--- config.mk ---
export PLATFORM = sky130hd
export DESIGN_NAME = gsm_at_sequencer
export DESIGN_NICKNAME = d
export VERILOG_FILES = /design/src/rtl/gsm_at_pkg.sv /design/src/rtl/gsm_msg_rom.sv /design/src/rtl/gsm_at_sequencer.sv
export SDC_FILE = /design/constraint.sdc
export NUM_CORES = 1
export LEC_CHECK = 0
export CAP_MARGIN = 20
export CORE_MARGIN = 2
export CORE_UTILIZATION = 45
export DETAILED_ROUTE_END_ITERATION = 7
export GPL_TIMING_DRIVEN = 1
export PLACE_DENSITY_LB_ADDON = 0.08
export SLEW_MARGIN = 20
export SYNTH_ARGS = -nofsm -noshare
export SYNTH_HDL_FRONTEND = slang
export SYNTH_SLANG_ARGS = --single-unit
export TNS_END_PERCENT = 1
--- constraint.sdc ---
create_clock -name clk -period 5.56 [get_ports clk]
set_input_delay 0.556 -clock clk [delete_from_list [all_inputs] [get_ports clk]]
set_output_delay 0.556 -clock clk [all_outputs]
set_load 0.02 [all_outputs]
--- src/rtl/gsm_at_pkg.sv ---
// Shared types, segment lengths and message strings for the GSM AT-command sequencer.
// Strings are stored without their terminators; msg_byte appends CR LF or Ctrl-Z.
package gsm_at_pkg;

  typedef enum logic [2:0] {
    SEG_AT,
    SEG_CMGF,
    SEG_CSMP,
    SEG_CSCS,
    SEG_CMGS,
    SEG_TEXT
  } seg_e;

  typedef enum logic [2:0] {
    ST_IDLE,
    ST_LOAD,
    ST_SEND,
    ST_WAIT_DONE,
    ST_BYTE_GAP,
    ST_CMD_GAP,
    ST_FINISH
  } state_e;

  localparam int IDX_W = 6;

  localparam int LEN_AT   = 4;
  localparam int LEN_CMGF = 11;
  localparam int LEN_CSMP = 21;
  localparam int LEN_CSCS = 16;
  localparam int LEN_CMGS = 56;
  localparam int LEN_TEXT = 41;

  localparam logic [8*2-1:0]  STR_AT   = "AT";
  localparam logic [8*9-1:0]  STR_CMGF = "AT+CMGF=1";
  localparam logic [8*19-1:0] STR_CSMP = "AT+CSMP=17,167,0,16";
  localparam logic [8*14-1:0] STR_CSCS = "AT+CSCS=\"UCS2\"";
  // Destination +4917012345 in UCS2 hex, matching the CSCS character set
  localparam logic [8*54-1:0] STR_CMGS =
    "AT+CMGS=\"002B0034003900310037003000310032003300340035\"";
  localparam logic [8*40-1:0] STR_TEXT0 = "ALARM SRC0 INTRUSION DETECTED AT ZONE 01";
  localparam logic [8*40-1:0] STR_TEXT1 = "ALARM SRC1 SMOKE SENSOR TRIGGERED ZONE 2";
  localparam logic [8*40-1:0] STR_TEXT2 = "ALARM SRC2 WATER LEAK DETECTED IN ZONE 3";

  function automatic int seg_len(input seg_e seg);
    case (seg)
      SEG_AT:   return LEN_AT;
      SEG_CMGF: return LEN_CMGF;
      SEG_CSMP: return LEN_CSMP;
      SEG_CSCS: return LEN_CSCS;
      SEG_CMGS: return LEN_CMGS;
      SEG_TEXT: return LEN_TEXT;
      default:  return 1;
    endcase
  endfunction

  function automatic logic [7:0] msg_byte(input seg_e seg, input logic [IDX_W-1:0] idx,
                                          input logic [2:0] src);
    int i;
    int body;
    int sh;
    logic [7:0] b;
    i    = int'(idx);
    body = seg_len(seg) - ((seg == SEG_TEXT) ? 1 : 2);
    sh   = 8 * (body - 1 - i);
    b    = 8'h00;
    if (i < body) begin
      case (seg)
        SEG_AT:   b = 8'(STR_AT >> sh);
        SEG_CMGF: b = 8'(STR_CMGF >> sh);
        SEG_CSMP: b = 8'(STR_CSMP >> sh);
        SEG_CSCS: b = 8'(STR_CSCS >> sh);
        SEG_CMGS: b = 8'(STR_CMGS >> sh);
        SEG_TEXT: begin
          case (src)
            3'd1:    b = 8'(STR_TEXT1 >> sh);
            3'd2:    b = 8'(STR_TEXT2 >> sh);
            default: b = 8'(STR_TEXT0 >> sh);
          endcase
        end
        default:  b = 8'h00;
      endcase
    end else if (seg == SEG_TEXT) begin
      if (i == body) b = 8'h1A;
    end else if (i == body) begin
      b = 8'h0D;
    end else if (i == body + 1) begin
      b = 8'h0A;
    end
    return b;
  endfunction

endpackage

--- src/rtl/gsm_msg_rom.sv ---
// Registered message lookup: (segment, index, source) -> byte plus last-byte flag.
// Output only updates when en is high, so it holds the byte through SEND/WAIT_DONE.
module gsm_msg_rom
  import gsm_at_pkg::*;
(
  input  logic             clk,
  input  logic             rst_n,
  input  logic             en,
  input  logic [2:0]       seg,
  input  logic [IDX_W-1:0] idx,
  input  logic [2:0]       src,
  output logic [7:0]       data,
  output logic             last
);

  always_ff @(posedge clk or negedge rst_n) begin
    if (!rst_n) begin
      data <= 8'h00;
      last <= 1'b0;
    end else if (en) begin
      data <= msg_byte(seg_e'(seg), idx, src);
      last <= (int'(idx) == seg_len(seg_e'(seg)) - 1);
    end
  end

endmodule

--- src/rtl/gsm_at_sequencer.sv ---
// Sends a fixed AT-command SMS session over a byte UART for each alarm trigger edge,
// serving pending sources lowest index first with inter-byte and inter-command gaps.
module gsm_at_sequencer
  import gsm_at_pkg::*;
#(
  parameter int N_SRC      = 3,
  parameter int BYTE_GAP   = 16,
  parameter int CMD_GAP    = 60000,
  parameter int TX_TIMEOUT = 1000000
) (
  input  logic             clk,
  input  logic             rst_n,
  input  logic [N_SRC-1:0] trig,
  input  logic             tx_done,
  output logic             tx_enable,
  output logic [7:0]       tx_data,
  output logic             busy,
  output logic [2:0]       active_src,
  output logic             msg_done,
  output logic             tx_err
);

  localparam int MAX_GAP = (BYTE_GAP > CMD_GAP) ? BYTE_GAP : CMD_GAP;
  localparam int MAX_CNT = (TX_TIMEOUT > MAX_GAP) ? TX_TIMEOUT : MAX_GAP;
  localparam int CNT_W   = $clog2(MAX_CNT + 1);

  logic [N_SRC-1:0] sync1_reg, sync2_reg, sync3_reg;
  logic [N_SRC-1:0] pending_reg, pending_next;
  logic [N_SRC-1:0] rise;
  state_e           state_reg, state_next;
  seg_e             seg_reg, seg_next;
  logic [IDX_W-1:0] idx_reg, idx_next;
  logic [2:0]       src_reg, src_next;
  logic [CNT_W-1:0] cnt_reg, cnt_next;
  logic             en_reg, en_next;
  logic             busy_reg, busy_next;
  logic             done_reg, done_next;
  logic             err_reg, err_next;
  logic [2:0]       pick;
  logic             rom_last;

  // sync3 is the edge-detect history behind the two synchroniser stages
  assign rise = sync2_reg & ~sync3_reg;

  always_comb begin
    pick = 3'd0;
    for (int i = N_SRC - 1; i >= 0; i--) begin
      if (pending_reg[i]) pick = 3'(i);
    end
  end

  always_comb begin
    state_next   = state_reg;
    pending_next = pending_reg;
    seg_next     = seg_reg;
    idx_next     = idx_reg;
    src_next     = src_reg;
    cnt_next     = cnt_reg;
    en_next      = en_reg;
    busy_next    = busy_reg;
    done_next    = 1'b0;
    err_next     = 1'b0;

    case (state_reg)
      ST_IDLE: begin
        if (|pending_reg) begin
          state_next   = ST_LOAD;
          src_next     = pick;
          pending_next = pending_reg & ~(N_SRC'(1) << pick);
          busy_next    = 1'b1;
          seg_next     = SEG_AT;
          idx_next     = '0;
          cnt_next     = '0;
        end
      end
      ST_LOAD: begin
        state_next = ST_SEND;
        en_next    = 1'b1;
        cnt_next   = '0;
      end
      ST_SEND: begin
        state_next = ST_WAIT_DONE;
        cnt_next   = cnt_reg + 1'b1;
      end
      ST_WAIT_DONE: begin
        // The timeout counter started in SEND so tx_enable stays high exactly TX_TIMEOUT clocks
        if (tx_done) begin
          en_next  = 1'b0;
          cnt_next = '0;
          if (!rom_last)              state_next = ST_BYTE_GAP;
          else if (seg_reg == SEG_TEXT) state_next = ST_FINISH;
          else                        state_next = ST_CMD_GAP;
        end else if (cnt_reg == CNT_W'(TX_TIMEOUT - 1)) begin
          state_next = ST_IDLE;
          en_next    = 1'b0;
          err_next   = 1'b1;
          busy_next  = 1'b0;
          src_next   = 3'd0;
          cnt_next   = '0;
        end else begin
          cnt_next = cnt_reg + 1'b1;
        end
      end
      ST_BYTE_GAP: begin
        if (cnt_reg == CNT_W'(BYTE_GAP - 1)) begin
          state_next = ST_LOAD;
          idx_next   = idx_reg + 1'b1;
          cnt_next   = '0;
        end else begin
          cnt_next = cnt_reg + 1'b1;
        end
      end
      ST_CMD_GAP: begin
        if (cnt_reg == CNT_W'(CMD_GAP - 1)) begin
          state_next = ST_LOAD;
          seg_next   = seg_e'(seg_reg + 3'd1);
          idx_next   = '0;
          cnt_next   = '0;
        end else begin
          cnt_next = cnt_reg + 1'b1;
        end
      end
      ST_FINISH: begin
        state_next = ST_IDLE;
        done_next  = 1'b1;
        busy_next  = 1'b0;
        src_next   = 3'd0;
      end
      default: state_next = ST_IDLE;
    endcase

    // New edges win over the clear above, so a re-trigger of the served source queues again
    pending_next = pending_next | rise;
  end

  always_ff @(posedge clk or negedge rst_n) begin
    if (!rst_n) begin
      sync1_reg   <= '0;
      sync2_reg   <= '0;
      sync3_reg   <= '0;
      pending_reg <= '0;
      state_reg   <= ST_IDLE;
      seg_reg     <= SEG_AT;
      idx_reg     <= '0;
      src_reg     <= 3'd0;
      cnt_reg     <= '0;
      en_reg      <= 1'b0;
      busy_reg    <= 1'b0;
      done_reg    <= 1'b0;
      err_reg     <= 1'b0;
    end else begin
      sync1_reg   <= trig;
      sync2_reg   <= sync1_reg;
      sync3_reg   <= sync2_reg;
      pending_reg <= pending_next;
      state_reg   <= state_next;
      seg_reg     <= seg_next;
      idx_reg     <= idx_next;
      src_reg     <= src_next;
      cnt_reg     <= cnt_next;
      en_reg      <= en_next;
      busy_reg    <= busy_next;
      done_reg    <= done_next;
      err_reg     <= err_next;
    end
  end

  gsm_msg_rom u_rom (
    .clk   (clk),
    .rst_n (rst_n),
    .en    (state_reg == ST_LOAD),
    .seg   (seg_reg),
    .idx   (idx_reg),
    .src   (src_reg),
    .data  (tx_data),
    .last  (rom_last)
  );

  assign tx_enable  = en_reg;
  assign busy       = busy_reg;
  assign active_src = src_reg;
  assign msg_done   = done_reg;
  assign tx_err     = err_reg;

endmodule

# Word level (Yosys, flattened, before mapping)
# Cells that the tools add are included.
[totals]
ff_bits = 60
inputBits = 6
out_inout_bits = 15
[classes]
mux = 49
n_lt_le_gt_ge = 1
n_eq_ne = 25
n_reduce_logical = 14
add_sub_neg = 8
n_shift = 9
bitwise_logic = 5
[op_table]
columns = ["op", "n"]
rows = [
  ["$shr 319x32->8 const A", 3],
  ["$shr 431x32->8 const A", 1],
  ["$shr 151x32->8 const A", 1],
  ["$pmux 20 s6", 1],
  ["$shr 111x32->8 const A", 1],
  ["$mux 20", 5],
  ["$eq 7x32->1", 3],
  ["$shr 71x32->8 const A", 1],
  ["$pmux 8 s6", 1],
  ["$mux 3", 12],
  ["$pmux 6 s6", 1],
  ["$add 32x2->32 const B", 1],
  ["$lt 7x32->1", 1],
  ["$mux 32", 1],
  ["$shr 15x32->8 const A", 1],
  ["$sub 32x2->32 const B", 1],
  ["$sub 32x3->32", 1],
  ["$sub 29x2->29 const B", 1],
  ["$sub 29x7->29", 1],
  ["$mux 8", 3],
  ["$add 20x1->20 const B", 1],
  ["$eq 20x16->1 const B", 1],
  ["$eq 20x20->1 const B", 1],
  ["$eq 20x4->1 const B", 1],
  ["31 further kinds", 66],
]

# Longest topological paths before layout
[depth]
depth_word = 10
depth_mapped = 26
ltp_nobuf = 22

# Cells and area by module
# A second synthesis with hierarchy kept.
[unflattened]
hier_cells = 887
area_unflattened_um2 = 6570.1
[modules_own_cells]
columns = ["module", "cells_each", "n_inst", "area_each_um2"]
rows = [
  ["gsm_msg_rom", 638, 1, 4134.0],
  ["gsm_at_sequencer", 249, 1, 2436.1],
]

# Worst setup path after synthesis
# No wires, ideal clock.
[synth_timing]
path_type = "reg-to-reg"
from = "register seg_reg[1]"
to = "register u_rom.data[2]"
slack_ps = 569
path_stages_with_launch = 26
arrival_ps = 4926
setup_ps = 65
n_path_buf = 6
required_ps = 5495
synth_period_minus_slack_ps = 4991
cell_sequence = "dfrtp_1 > inv_1 > ha_1 > clkbuf_1 > nand2_1 > inv_1 > clkbuf_1 > clkbuf_1 > ha_1 > fa_1 > nand3_1 > nand3b_1 > o31ai_1 > nand2_1 > nand3_1 > ha_1 > clkbuf_1 > nand2_1 > a211oi_1 > a21oi_1 > nor2_1 > buf_2 > buf_1 > a21oi_1 > o41ai_1 > o221a_2"
[synth_between]
elab_chain_cells = 10
elab_cells_between_ends = 27
[synth_lines]
columns = ["item", "line", "rtl"]
rows = [
  ["start: declaration", "gsm_at_sequencer.sv:31", "seg_e seg_reg, seg_next;"],
  ["start signal: assignment", "gsm_at_sequencer.sv:157", "seg_reg <= seg_next;"],
  ["$eq 3x3->1 (tied with other cells)", "--", ""],
  ["$pmux 6 s6", "gsm_at_pkg.sv:45", "case (seg)"],
  ["$mux 32", "gsm_msg_rom.sv:20", "end else if (en) begin"],
  ["$sub 32x3->32", "gsm_at_pkg.sv:63", "body = seg_len(seg) - ((seg == SEG_TEXT) ? 1 : 2);"],
  ["$sub 29x2->29", "gsm_at_pkg.sv:64", "sh = 8 * (body - 1 - i);"],
  ["$sub 29x7->29", "gsm_at_pkg.sv:64", ""],
  ["$shr 319x32->8 (on tied branches)", "gsm_at_pkg.sv:77, gsm_at_pkg.sv:75, gsm_at_pkg.sv:76", ""],
  ["$pmux 8 s2", "gsm_at_pkg.sv:74", "case (src)"],
  ["$pmux 8 s6", "gsm_at_pkg.sv:67", "case (seg)"],
  ["$mux 8 (*)", "gsm_at_pkg.sv:66", "if (i < body) begin"],
  ["end signal: assignment", "gsm_msg_rom.sv:21", "data <= msg_byte(seg_e'(seg), idx, src);"],
  ["end: declaration", "gsm_msg_rom.sv:12", "output logic [7:0] data,"],
]
# Every way passes the cells marked *; elsewhere a longest branch is shown, timed or not. The select of a mux whose other input is x is not followed.
# A chain may end at the register's enable or synchronous reset.

# Worst setup path after layout
[layout_timing]
from = "register seg_reg[0]"
to = "register u_rom.data[1]"
[layout_between]
elab_chain_cells = 10
elab_cells_between_ends = 31
[layout_lines]
columns = ["item", "line", "rtl"]
rows = [
  ["$eq 3x3->1 (tied with other cells)", "--", ""],
  ["$pmux 6 s6", "gsm_at_pkg.sv:45", ""],
  ["$mux 32", "gsm_msg_rom.sv:20", ""],
  ["$sub 32x3->32", "gsm_at_pkg.sv:63", ""],
  ["$sub 29x2->29 / $add 32x2->32 (equally long branches)", "gsm_at_pkg.sv:64, gsm_at_pkg.sv:86", ""],
  ["$sub 29x7->29 / $eq 7x32->1 (equally long branches)", "gsm_at_pkg.sv:64, gsm_at_pkg.sv:86", ""],
  ["$shr 319x32->8 (tied with other cells)", "gsm_at_pkg.sv:77", "default: b = 8'(STR_TEXT0 >> sh);"],
  ["$pmux 8 s2 / $mux 8 (equally long branches)", "gsm_at_pkg.sv:74, gsm_at_pkg.sv:84", ""],
  ["$pmux 8 s6 / $mux 8 (equally long branches)", "gsm_at_pkg.sv:67, gsm_at_pkg.sv:82", ""],
  ["$mux 8 (*)", "gsm_at_pkg.sv:66", ""],
]
# Marks and branches as above.

==> results.cfg <==
[outcome]
status = finished clean

[timing]
slew_headroom = 0.244
worst_slew_pin_slew_ns = 1.13
hold_viol = 0
max_freq_mhz = 192
period_share = 0.935
setup_violations = 0
period_needed_ns = 5.20
setup_ws_ns = 0.362
fin_skew_ns = 0.0110
finalSetupTns_ns = 0
whs_ns = 0.352
final_max_slew_viol_count = 0
rsz0062_at_grt = false

[layout]
nFillCells = 1315
diodes = 0
drive_above_1_share = 0.0906
layout_common_cells = 88 x nand2_1, 74 x nor2_1, 72 x o21ai_0
multiInputGateArea_um2 = 4570
final_util = 0.512
regArea_um2 = 1450
fin_cells = 1063
synthToLayoutAreaGrowth_pct = 10.8
final_nets = 915
final_area_um2 = 7100
largest_reg_flops = 20
final_common_cell = nand2_1

[synthesis]
synth_top_flop_cell = dfrtp_1
yosysSeqAreaShare = 0.227
syn_area_um2 = 6410
synth-edff-count = 0
synth_cell_type_count = 77
synth_cells = 885
synth_warnings = 0
synth.avg_cell_area_um2 = 7.24
synthArstFlopShare = 1.00
ys_ff_latch = 58

[routing]
drt_drc_violations_left = 0
vias_per_cell = 7.08
ant_nets = 0
vias = 7523
drt-wirelength-per-cell_um = 25.4
first_pass_iters = 6
drt-total-wl_um = 27000
drt_iter0_drc = 1171

[critical_path]
r2r_end = u_rom.data[1]$_DFFE_PN0P_
r2r-start = seg_reg[0]$_DFFE_PN0P_
path_cells = inv_1 -> ha_1 -> nor2_1 -> nand2_1 -> a21oi_1 -> buf_4 -> ha_1 -> fa_1 -> nand3_1 -> nand3b_1 -> o31ai_1 -> nand2_1 -> nand3_1 -> ha_1 -> a21oi_1 -> xnor2_1 -> nand2_1 -> a2111oi_0 -> or4_1 -> o31ai_1
critical_path.max_fanout = 10
cp_num_buf_inv = 2
path_delay_family = simple AND/OR/NAND/NOR gates
crit_required_ns = 5.78
cp_data_arrival_time_ns = 5.42
crit_type = register to register
max_stage_delay_ns = 0.90
worstRegToRegCells = 20
cp_slowest_cell = xnor2_1
r2r_setup_slack_ns = 0.36
cp-start-kind = register
end_kind = register

[floorplanning]
start_util = 0.462
dieArea_um2 = 15200
io_pins = 21
die_h_um = 123
core_area_um2 = 13900
num_rows = 43
die_w_um = 123

[global_route]
grt_pass1_wl_um = 41500
first_global_vias = 7192
antenna_found_initial = 0
grt.overflow.total = 0
grt_max_degree = 64
grtUsageTotal = 0.363

[clock_network]
insertion_delay_ns = 0.34
hold_buffers = 0
cts_root_buf = clkbuf_16
cts_sinks = 58
cts_buffers = 9
clk_pin_slew_ns = 0.06
htreeDepth = 3
cts_tree = built
clk_path_buf_depth = 2

[placement]
dp_slack_ns = 0.385
place_congestion = 0.982
io_buffers = 18
placed_area_um2 = 6810
post-place-cells = 1047
hpwl_um = 18900

[min_path]
min_from = sync1_reg[1]$_DFF_PN0_
whs_path_depth = 0
hold_class = register to register
holdPathEnd = sync2_reg[1]$_DFF_PN0_

[job]
maxCapViolCount = 0

[power]
irDropWorstVdd_mv = 0.226
power_mw = 2.00
powerDensity_nw_per_um2 = 281
power_leakage_nw = 2.86
## layout make-up
| type | instances | area share |
|---|---|---|
| flip-flops and latches | 58 | 0.204 |
| clock inverters | 6 | 0.00599 |
| multi-input cells | 722 | 0.644 |
| repair buffers | 54 | 0.0627 |
| inverters | 33 | 0.0174 |
| clock buffers | 10 | 0.0337 |
| well taps | 180 | 0.0317 |
## synthesized netlist by cell type (13+ instances only)
library cell,count,share of area
nand2_1,88,0.052
nor2_1,75,0.044
o21ai_0,72,0.056
a21oi_1,62,0.048
dfrtp_1,58,0.23
clkbuf_1,55,0.032
nand3_1,34,0.027
nor3_1,34,0.027
inv_1,32,0.019
ha_1,29,0.057
a31oi_1,24,0.023
xnor2_1,19,0.026
nand4_1,17,0.017
a211oi_1,15,0.018
buf_1,13,0.0076
mux2i_1,13,0.020
nand2b_1,13,0.013
o211ai_1,13,0.015
## cell families after synthesis
| group | after synthesis | synth area share |
|---|---|---|
| simple gates | 333 | 0.254 |
| compound gates | 308 | 0.320 |
| buf+inv | 106 | 0.0648 |
| flops | 58 | 0.227 |
| fa+ha+maj | 32 | 0.0645 |
| xor+xnor | 30 | 0.0410 |
| mux | 17 | 0.0291 |
| other cells | 1 | 0.000585 |
## report_power, final
part | total (mW) | internal [mW] | switching, mW
combinational | 0.904 | 0.292 | 0.611
clock | 0.525 | 0.313 | 0.212
sequential | 0.569 | 0.485 | 0.0835
## layer usage
layer	vias up	wire length, µm	global-route usage
met5	-	0	0
met4	0	1920	0.232
met3	141	2870	0.0784
met2	580	12300	0.573
met1	3517	9950	0.449
li1	3285	-	-
## how the worst max path moves through the flow
stage                                       from                        end  slack (ns)  depth (start not counted)
after floorplan           seg_reg[1]$_DFFE_PN0P_  u_rom.data[2]$_DFFE_PN0P_        0.57                         25
after global placement    seg_reg[0]$_DFFE_PN0P_  u_rom.data[1]$_DFFE_PN0P_        0.60                         20
after detailed placement  seg_reg[0]$_DFFE_PN0P_  u_rom.data[1]$_DFFE_PN0P_        0.38                         20
after CTS                 seg_reg[0]$_DFFE_PN0P_  u_rom.data[1]$_DFFE_PN0P_        0.32                         20
after global routing      seg_reg[0]$_DFFE_PN0P_  u_rom.data[4]$_DFFE_PN0P_        0.02                         18
final                     seg_reg[0]$_DFFE_PN0P_  u_rom.data[1]$_DFFE_PN0P_        0.36                         20
## repair_timing
action	in CTS	in global routing
setup buffers	0	0
resized for setup	0	2
endpoints found under the setup margin	0	3
(Power assumes the default switching activity.)
